### src/rtl/systolic_pkg.sv
`default_nettype none
// ============================================================================
// Module      : systolic_pkg
// Description : Shared types and constants for the systolic tile scheduler.
//               Holds the scheduler FSM state encoding and the default base
//               addresses of the A, B and C matrices.
// Revision    : 1.0 - initial release
// ============================================================================
package systolic_pkg;

    typedef enum logic [2:0] {
        IDLE   = 3'd0,
        SETUP  = 3'd1,
        ISSUE  = 3'd2,
        WAIT   = 3'd3,
        NEXT   = 3'd4,
        FINISH = 3'd5
    } state_t;

    localparam logic [31:0] c_base_addr_a = 32'h0000_0000;
    localparam logic [31:0] c_base_addr_b = 32'h4000_0000;
    localparam logic [31:0] c_base_addr_c = 32'h8000_0000;

endpackage
`default_nettype wire

### src/rtl/systolic_tile_addr_gen.sv
`default_nettype none
// ============================================================================
// Module      : systolic_tile_addr_gen
// Description : Tile index counters (ti outer, tj, tk inner) and incremental
//               A/B/C tile address generation. The only multiply is S*N,
//               taken once at run start; every tile step is add-only.
// Ports       : clk, i_reset (async, active-low)
//               i_init        - start a run: latch T and S*N, zero indices
//               i_step        - advance to the next tile
//               i_matrix_size - N, sampled only on i_init
//               o_addr_a/b/c  - element addresses of the current tile
//               o_acc_clear   - current tile has tk == 0
//               o_acc_last    - current tile has tk == T-1
//               o_last_tile   - current tile is the final one of the run
// Revision    : 1.0 - initial release
// ============================================================================
module systolic_tile_addr_gen
    import systolic_pkg::*;
#(
    parameter int          SYSTOLIC_SIZE = 8,
    parameter int          CNT_W         = 16,
    parameter logic [31:0] BASEADDR_A    = c_base_addr_a,
    parameter logic [31:0] BASEADDR_B    = c_base_addr_b,
    parameter logic [31:0] BASEADDR_C    = c_base_addr_c
) (
    input  logic        clk,
    input  logic        i_reset,
    input  logic        i_init,
    input  logic        i_step,
    input  logic [31:0] i_matrix_size,
    output logic [31:0] o_addr_a,
    output logic [31:0] o_addr_b,
    output logic [31:0] o_addr_c,
    output logic        o_acc_clear,
    output logic        o_acc_last,
    output logic        o_last_tile
);

    localparam logic [31:0] c_s = 32'(SYSTOLIC_SIZE);

    logic [CNT_W-1:0] r_ti, r_tj, r_tk, r_t;
    logic [31:0]      r_sn;                         // S*N, one tile row of elements
    logic [31:0]      r_row_a, r_col_b, r_row_c;    // addresses at tk == 0 / tj == 0
    logic [31:0]      r_addr_a, r_addr_b, r_addr_c;
    logic             r_acc_clear, r_acc_last;

    logic [CNT_W-1:0] w_t, w_t_max;
    logic             w_tk_end, w_tj_end, w_ti_end;

    // ceil(N/S) written as quotient plus remainder test so N near 2^32 cannot overflow
    assign w_t      = CNT_W'(i_matrix_size / c_s + ((i_matrix_size % c_s != 32'd0) ? 32'd1 : 32'd0));
    assign w_t_max  = r_t - CNT_W'(1);
    assign w_tk_end = (r_tk == w_t_max);
    assign w_tj_end = (r_tj == w_t_max);
    assign w_ti_end = (r_ti == w_t_max);

    always_ff @(posedge clk or negedge i_reset) begin
        if (!i_reset) begin
            r_ti        <= '0;
            r_tj        <= '0;
            r_tk        <= '0;
            r_t         <= '0;
            r_sn        <= '0;
            r_row_a     <= BASEADDR_A;
            r_col_b     <= BASEADDR_B;
            r_row_c     <= BASEADDR_C;
            r_addr_a    <= BASEADDR_A;
            r_addr_b    <= BASEADDR_B;
            r_addr_c    <= BASEADDR_C;
            r_acc_clear <= 1'b0;
            r_acc_last  <= 1'b0;
        end else if (i_init) begin
            r_ti        <= '0;
            r_tj        <= '0;
            r_tk        <= '0;
            r_t         <= w_t;
            r_sn        <= c_s * i_matrix_size;
            r_row_a     <= BASEADDR_A;
            r_col_b     <= BASEADDR_B;
            r_row_c     <= BASEADDR_C;
            r_addr_a    <= BASEADDR_A;
            r_addr_b    <= BASEADDR_B;
            r_addr_c    <= BASEADDR_C;
            r_acc_clear <= 1'b1;
            r_acc_last  <= (w_t == CNT_W'(1));
        end else if (i_step) begin
            if (!w_tk_end) begin
                // walk along the k dimension: A moves right, B moves down
                r_tk        <= r_tk + CNT_W'(1);
                r_addr_a    <= r_addr_a + c_s;
                r_addr_b    <= r_addr_b + r_sn;
                r_acc_clear <= 1'b0;
                r_acc_last  <= ((r_tk + CNT_W'(1)) == w_t_max);
            end else begin
                r_tk        <= '0;
                r_acc_clear <= 1'b1;
                r_acc_last  <= (w_t_max == '0);
                if (!w_tj_end) begin
                    r_tj     <= r_tj + CNT_W'(1);
                    r_col_b  <= r_col_b + c_s;
                    r_addr_a <= r_row_a;
                    r_addr_b <= r_col_b + c_s;
                    r_addr_c <= r_addr_c + c_s;
                end else begin
                    r_tj     <= '0;
                    r_ti     <= r_ti + CNT_W'(1);
                    r_row_a  <= r_row_a + r_sn;
                    r_addr_a <= r_row_a + r_sn;
                    r_col_b  <= BASEADDR_B;
                    r_addr_b <= BASEADDR_B;
                    r_row_c  <= r_row_c + r_sn;
                    r_addr_c <= r_row_c + r_sn;
                end
            end
        end
    end

    assign o_addr_a    = r_addr_a;
    assign o_addr_b    = r_addr_b;
    assign o_addr_c    = r_addr_c;
    assign o_acc_clear = r_acc_clear;
    assign o_acc_last  = r_acc_last;
    assign o_last_tile = w_tk_end && w_tj_end && w_ti_end;

endmodule
`default_nettype wire

### src/rtl/systolic_tile_sched.sv
`default_nettype none
// ============================================================================
// Module      : systolic_tile_sched
// Description : Schedules the T^3 tiles of an NxN matrix multiply onto a
//               systolic tile engine (T = ceil(N/S)), handshaking with
//               tile_go / tile_done and supplying per-tile A/B/C addresses.
// Ports       : clk, reset (async, active-low)
//               go, abort, matrix_size       - run control
//               tile_done                    - engine completion pulse
//               tile_go, tile_addr_A/B/C,
//               acc_clear, acc_last          - per-tile command
//               busy, done, err, tile_count  - status
// Revision    : 1.0 - initial release
// ============================================================================
module systolic_tile_sched
    import systolic_pkg::*;
#(
    parameter int          systolic_size = 8,
    parameter int          CNT_W         = 16,
    parameter logic [31:0] baseaddr_A    = c_base_addr_a,
    parameter logic [31:0] baseaddr_B    = c_base_addr_b,
    parameter logic [31:0] baseaddr_C    = c_base_addr_c
) (
    input  logic        clk,
    input  logic        reset,
    input  logic        go,
    input  logic        abort,
    input  logic [31:0] matrix_size,
    input  logic        tile_done,
    output logic        tile_go,
    output logic [31:0] tile_addr_A,
    output logic [31:0] tile_addr_B,
    output logic [31:0] tile_addr_C,
    output logic        acc_clear,
    output logic        acc_last,
    output logic        busy,
    output logic        done,
    output logic        err,
    output logic [31:0] tile_count
);

    state_t      r_state, w_state_nxt;
    logic        r_err;
    logic [31:0] r_tile_count;

    logic w_go_acc, w_done_acc, w_init, w_step, w_last_tile, w_zero_n;

    assign w_zero_n = (matrix_size == 32'd0);

    always_ff @(posedge clk or negedge reset) begin
        if (!reset) begin
            r_state      <= IDLE;
            r_err        <= 1'b0;
            r_tile_count <= '0;
        end else begin
            r_state <= w_state_nxt;
            if (w_go_acc)
                r_err <= 1'b0;
            else if (r_state == SETUP && !abort && w_zero_n)
                r_err <= 1'b1;
            if (w_go_acc)
                r_tile_count <= '0;
            else if (w_done_acc)
                r_tile_count <= r_tile_count + 32'd1;
        end
    end

    always_comb begin
        w_state_nxt = r_state;
        w_go_acc    = 1'b0;
        w_done_acc  = 1'b0;
        w_init      = 1'b0;
        w_step      = 1'b0;
        if (r_state != IDLE && abort) begin
            // abort outranks everything, including a coincident tile_done
            w_state_nxt = IDLE;
        end else begin
            case (r_state)
                IDLE: begin
                    if (go) begin
                        w_go_acc    = 1'b1;
                        w_state_nxt = SETUP;
                    end
                end
                SETUP: begin
                    if (w_zero_n) begin
                        w_state_nxt = FINISH;
                    end else begin
                        w_init      = 1'b1;
                        w_state_nxt = ISSUE;
                    end
                end
                ISSUE:   w_state_nxt = WAIT;
                WAIT: begin
                    if (tile_done) begin
                        w_done_acc  = 1'b1;
                        w_state_nxt = NEXT;
                    end
                end
                NEXT: begin
                    if (w_last_tile) begin
                        w_state_nxt = FINISH;
                    end else begin
                        w_step      = 1'b1;
                        w_state_nxt = ISSUE;
                    end
                end
                FINISH:  w_state_nxt = IDLE;
                default: w_state_nxt = IDLE;
            endcase
        end
    end

    systolic_tile_addr_gen #(
        .SYSTOLIC_SIZE (systolic_size),
        .CNT_W         (CNT_W),
        .BASEADDR_A    (baseaddr_A),
        .BASEADDR_B    (baseaddr_B),
        .BASEADDR_C    (baseaddr_C)
    ) u_addr_gen (
        .clk           (clk),
        .i_reset       (reset),
        .i_init        (w_init),
        .i_step        (w_step),
        .i_matrix_size (matrix_size),
        .o_addr_a      (tile_addr_A),
        .o_addr_b      (tile_addr_B),
        .o_addr_c      (tile_addr_C),
        .o_acc_clear   (acc_clear),
        .o_acc_last    (acc_last),
        .o_last_tile   (w_last_tile)
    );

    // an abort seen in ISSUE or FINISH suppresses that cycle's pulse
    assign tile_go    = (r_state == ISSUE) && !abort;
    assign done       = (r_state == FINISH) && !abort;
    assign busy       = (r_state != IDLE);
    assign err        = r_err;
    assign tile_count = r_tile_count;

endmodule
`default_nettype wire
### config.mk
export PLATFORM = sky130hd
export DESIGN_NAME = systolic_tile_sched
export DESIGN_NICKNAME = d
export VERILOG_FILES = /design/src/rtl/systolic_pkg.sv /design/src/rtl/systolic_tile_addr_gen.sv /design/src/rtl/systolic_tile_sched.sv
export SDC_FILE = /design/constraint.sdc
export NUM_CORES = 1
export LEC_CHECK = 0
export CAP_MARGIN = 10
export CORE_MARGIN = 5
export CORE_UTILIZATION = 55
export DETAILED_ROUTE_END_ITERATION = 10
export HOLD_SLACK_MARGIN = 0.05
export MAX_ROUTING_LAYER = met4
export PLACE_DENSITY = 0.76
export SYNTH_ARGS = -nofsm -noshare
export SYNTH_HDL_FRONTEND = slang
export SYNTH_SLANG_ARGS = --single-unit
### constraint.sdc
create_clock -name clk -period 5.2 [get_ports clk]
set_input_delay 1.56 -clock clk [delete_from_list [all_inputs] [get_ports clk]]
set_output_delay 1.56 -clock clk [all_outputs]
set_load 0.05 [all_outputs]
==> results.sh <==
export IMPL_drc_errors=0
export IMPL_cp_data_arrival_time_ps=5240
export IMPL_r2r_end="u_addr_gen.o_addr_a[20]"
export IMPL_rrSetupSlack_ps=440
export IMPL_antenna_found_initial=1
export IMPL_min_path_cells=2
export IMPL_cts_buffers=38
export IMPL_p_leak_nw=11.1
export IMPL_synth_edff_count=0
export IMPL_dp_hpwl_um=54400
export IMPL_path_max_fanout=7
export IMPL_gr_total_overflow=0
export IMPL_crit_path_cell_trace="inv_1 > ha_1 > or4b_2 > o31ai_1 > nor2_1 > a211o_1 > nor3_1 > or4b_1 > buf_4 > nor3_1 > buf_4 > nand2_1 > o311a_1 > o22ai_1"
export IMPL_fp_row_count=72
export IMPL_yosysWarnings=0
export IMPL_whs_ps=475
export IMPL_worstSetupPathType="reg2reg"
export IMPL_r2r_start="u_addr_gen.r_t[0]"
export IMPL_cp_required_ps=5680
export IMPL_end_kind="register"
export IMPL_synthesis_nets=2744
export IMPL_synth_avg_cell_area_um2=8.31
export IMPL_die_area_um2=43500
export IMPL_fp_coreArea_um2=38800
export IMPL_power_w=0.0113
export IMPL_yosysTopAreaCell="dfrtp_1"
export IMPL_cap_viol_max_count=0
export IMPL_worst_pin_slew_ps=1040
export IMPL_ys_ff_latch=313
export IMPL_grt_pass1_vias=20300
export IMPL_drive_above_1_share_pct=6.45
export IMPL_path_clk_slew_ps=60
export IMPL_setup_tns_ps=0
export IMPL_cts_path_max_buffers=3
export IMPL_grt_pass1_wl_um=116000
export IMPL_clockRootBuffer="clkbuf_16"
export IMPL_clock_sinks=313
export IMPL_drtIter0Drc=2102
export IMPL_synth_top_area_share_pct=35.7
export IMPL_cts_max_level=2
export IMPL_ir_drop_mv=0.306
export IMPL_clkLatencyLatePin_ps=570
export IMPL_initial_utilization_pct=55.8
export IMPL_area_growth_pct=17.2
export IMPL_synthCells=2609
export IMPL_dr_pass1_iters=6
export IMPL_wl_per_cell_um=22.6
export IMPL_num_vias=21100
export IMPL_critPathMaxStageDelay_ps=700
export IMPL_slowest_stage="or4b_1"
export IMPL_synth_cell_type_count=82
export IMPL_p_per_area_nw_per_um2=444
export IMPL_grt_usage_pct=34.3
export IMPL_finalWorstSetupSlack_ps=437
export IMPL_io_pins=171
export IMPL_hold_buffers=0
export IMPL_synth_area_leaders="dfrtp_1 (36%), nand2_1 (6.5%), o21ai_0 (6.4%)"
export IMPL_cts_setup_buffers=0
export IMPL_fp_dieH_um=209
export IMPL_fin_nets=2883
export IMPL_numPortBuffers=170
export IMPL_skew_ps=17.1
export IMPL_place_area_um2=24200
export IMPL_status="finished clean"
export IMPL_synthFlopType="dfrtp_1"
export IMPL_synthArstFlopShare_pct=100
export IMPL_detail_route_antenna_nets=0
export IMPL_slew_headroom_pct=28.9
export IMPL_die_w_um=209
export IMPL_setup_viol=0
export IMPL_layout_min_cycle_time_ps=4760
export IMPL_min_path_type="reg2reg"
export IMPL_via_per_inst=6.41
export IMPL_cts_tree="yes"
export IMPL_synth_area_um2=21700
export IMPL_finalCritPeriodShare_pct=91.6
export IMPL_seq_area_frac_synth_pct=36.1
export IMPL_min_to="u_addr_gen.r_row_c[27]"
export IMPL_min_delay_start="u_addr_gen.r_row_c[27]"
export IMPL_layout_commonest_cell="nand2_1"
export IMPL_slew_viol_final=0
export IMPL_grt_max_degree=129
export IMPL_start_kind="register"
export IMPL_fmax_ghz=0.210
export IMPL_dp_slack_ps=-290
export IMPL_layout_common_cells="nand2_1 (373), dfrtp_1 (309), o21ai_0 (279), nor2_1 (215), clkdlybuf4s50_1 (168)"
export IMPL_final_cell_area_um2=25400
export IMPL_r2r_cells=14
export IMPL_drt_total_wl_um=74500
export IMPL_rsz0062_at_grt="false"
export IMPL_gp_congestion=1.04
export IMPL_hold_viol=0
[registers in the layout, summed over array words and instances (netlist names), 3 cells and up]
signal               cells
tile_count              32
u_addr_gen.o_addr_b     32
u_addr_gen.r_col_b      32
u_addr_gen.o_addr_a     30
u_addr_gen.o_addr_c     30
u_addr_gen.r_row_a      29
u_addr_gen.r_row_c      29
u_addr_gen.r_sn         29
u_addr_gen.r_t          16
u_addr_gen.r_ti         16
u_addr_gen.r_tj         16
u_addr_gen.r_tk         16
r_state                  3
[per-stage QoR]
step                      util [%]  cells
final                         65.5   3296
after global routing          65.5   3295
after CTS                     65.4   3293
after detailed placement      62.3   3225
after global placement        62.3   3225
after floorplan                  -   2609
[worst max-delay path: cells and delay by family (launching register included)]
| kind | cells | cell delay (ps) |
|---|---|---|
| compound gates | 4 | 900 |
| simple gates | 6 | 2340 |
| flops | 1 | 550 |
| fa+ha+maj | 1 | 220 |
| buf+inv | 3 | 640 |
[worst max path at each step]
stage / start / endpoint / slack (ps) / cells after the start
after floorplan: u_addr_gen.r_t[0] / u_addr_gen.r_ti[10] / 1040 / 15
after global placement: matrix_size[5] / u_addr_gen.o_addr_b[4] / -300 / 10
after detailed placement: matrix_size[5] / u_addr_gen.o_addr_b[4] / -290 / 10
after CTS: matrix_size[5] / u_addr_gen.o_addr_a[20] / 260 / 11
after global routing: u_addr_gen.r_t[0] / u_addr_gen.o_addr_b[8] / 130 / 13
final: u_addr_gen.r_t[0] / u_addr_gen.o_addr_a[20] / 440 / 14
[power breakdown]
part	switching, W	internal (W)
registers	0.000764	0.00276
clock network	0.00112	0.00152
logic	0.00312	0.00200
total	0.00500	0.00628
[timing repair]
item                                    in CTS  in global routing
resized for setup                            0                  1
endpoints found under the setup margin       0                  2
endpoints found under the hold margin        0                  0
[cells in the mapped netlist (8+ instances only)]
library cell / number
nand2_1: 374
dfrtp_1: 309
o21ai_0: 279
nor2_1: 217
a21oi_1: 154
clkbuf_1: 117
nand3_1: 112
xnor2_1: 111
xor2_1: 97
ha_1: 95
nor3_1: 64
and3_1: 57
inv_1: 51
a21o_1: 45
nand4_1: 42
o31ai_1: 34
a31oi_1: 30
or3_1: 25
and2_1: 23
a211oi_1: 22
nor4_1: 19
o211ai_1: 18
a22o_1: 17
nand2b_1: 16
buf_2: 15
o21a_1: 15
xnor3_1: 15
o22ai_1: 14
and4_1: 13
o21bai_1: 13
a22oi_1: 12
nor2b_1: 12
mux2i_1: 10
or2_2: 10
buf_1: 9
a211o_1: 8
a21boi_0: 8
a221oi_1: 8
[final cells by class]
| cell class | instances | area (µm²) |
|---|---|---|
| fill | 3202 | 13400 |
| multi-input combinational | 2100 | 13100 |
| sequential | 313 | 7840 |
| timing repair buffer | 244 | 2390 |
| clock buffer | 56 | 1100 |
| tap | 518 | 648 |
| inverter | 51 | 191 |
| clock inverter | 12 | 108 |
| antenna | 2 | 5.00 |
[per-layer routing]
layer / track usage [%] / up-vias / share of wire (%)
li1: - / 9646 / -
met1: 44.6 / 10300 / 40
met2: 54.0 / 916 / 47
met3: 4.87 / 220 / 8.1
met4: 15.3 / 0 / 4.8
met5: - / - / 0
[cells by family (layout without fill, tap and decap cells)]
kind of cell | Yosys count | in the layout | share of synthesized area (%)
flip-flops | 313 | 313 | 36.1
AO/OA/AOI/OAI | 726 | 726 | 20.4
buffers and inverters | 196 | 363 | 3.55
XOR/XNOR | 227 | 227 | 10.4
adder cells (fa/ha/maj) | 98 | 98 | 5.76
AND/OR/NAND/NOR | 1033 | 1033 | 22.9
multiplexers | 16 | 16 | 0.773
other | 0 | 2 | 0
(Power assumes the default switching activity.)
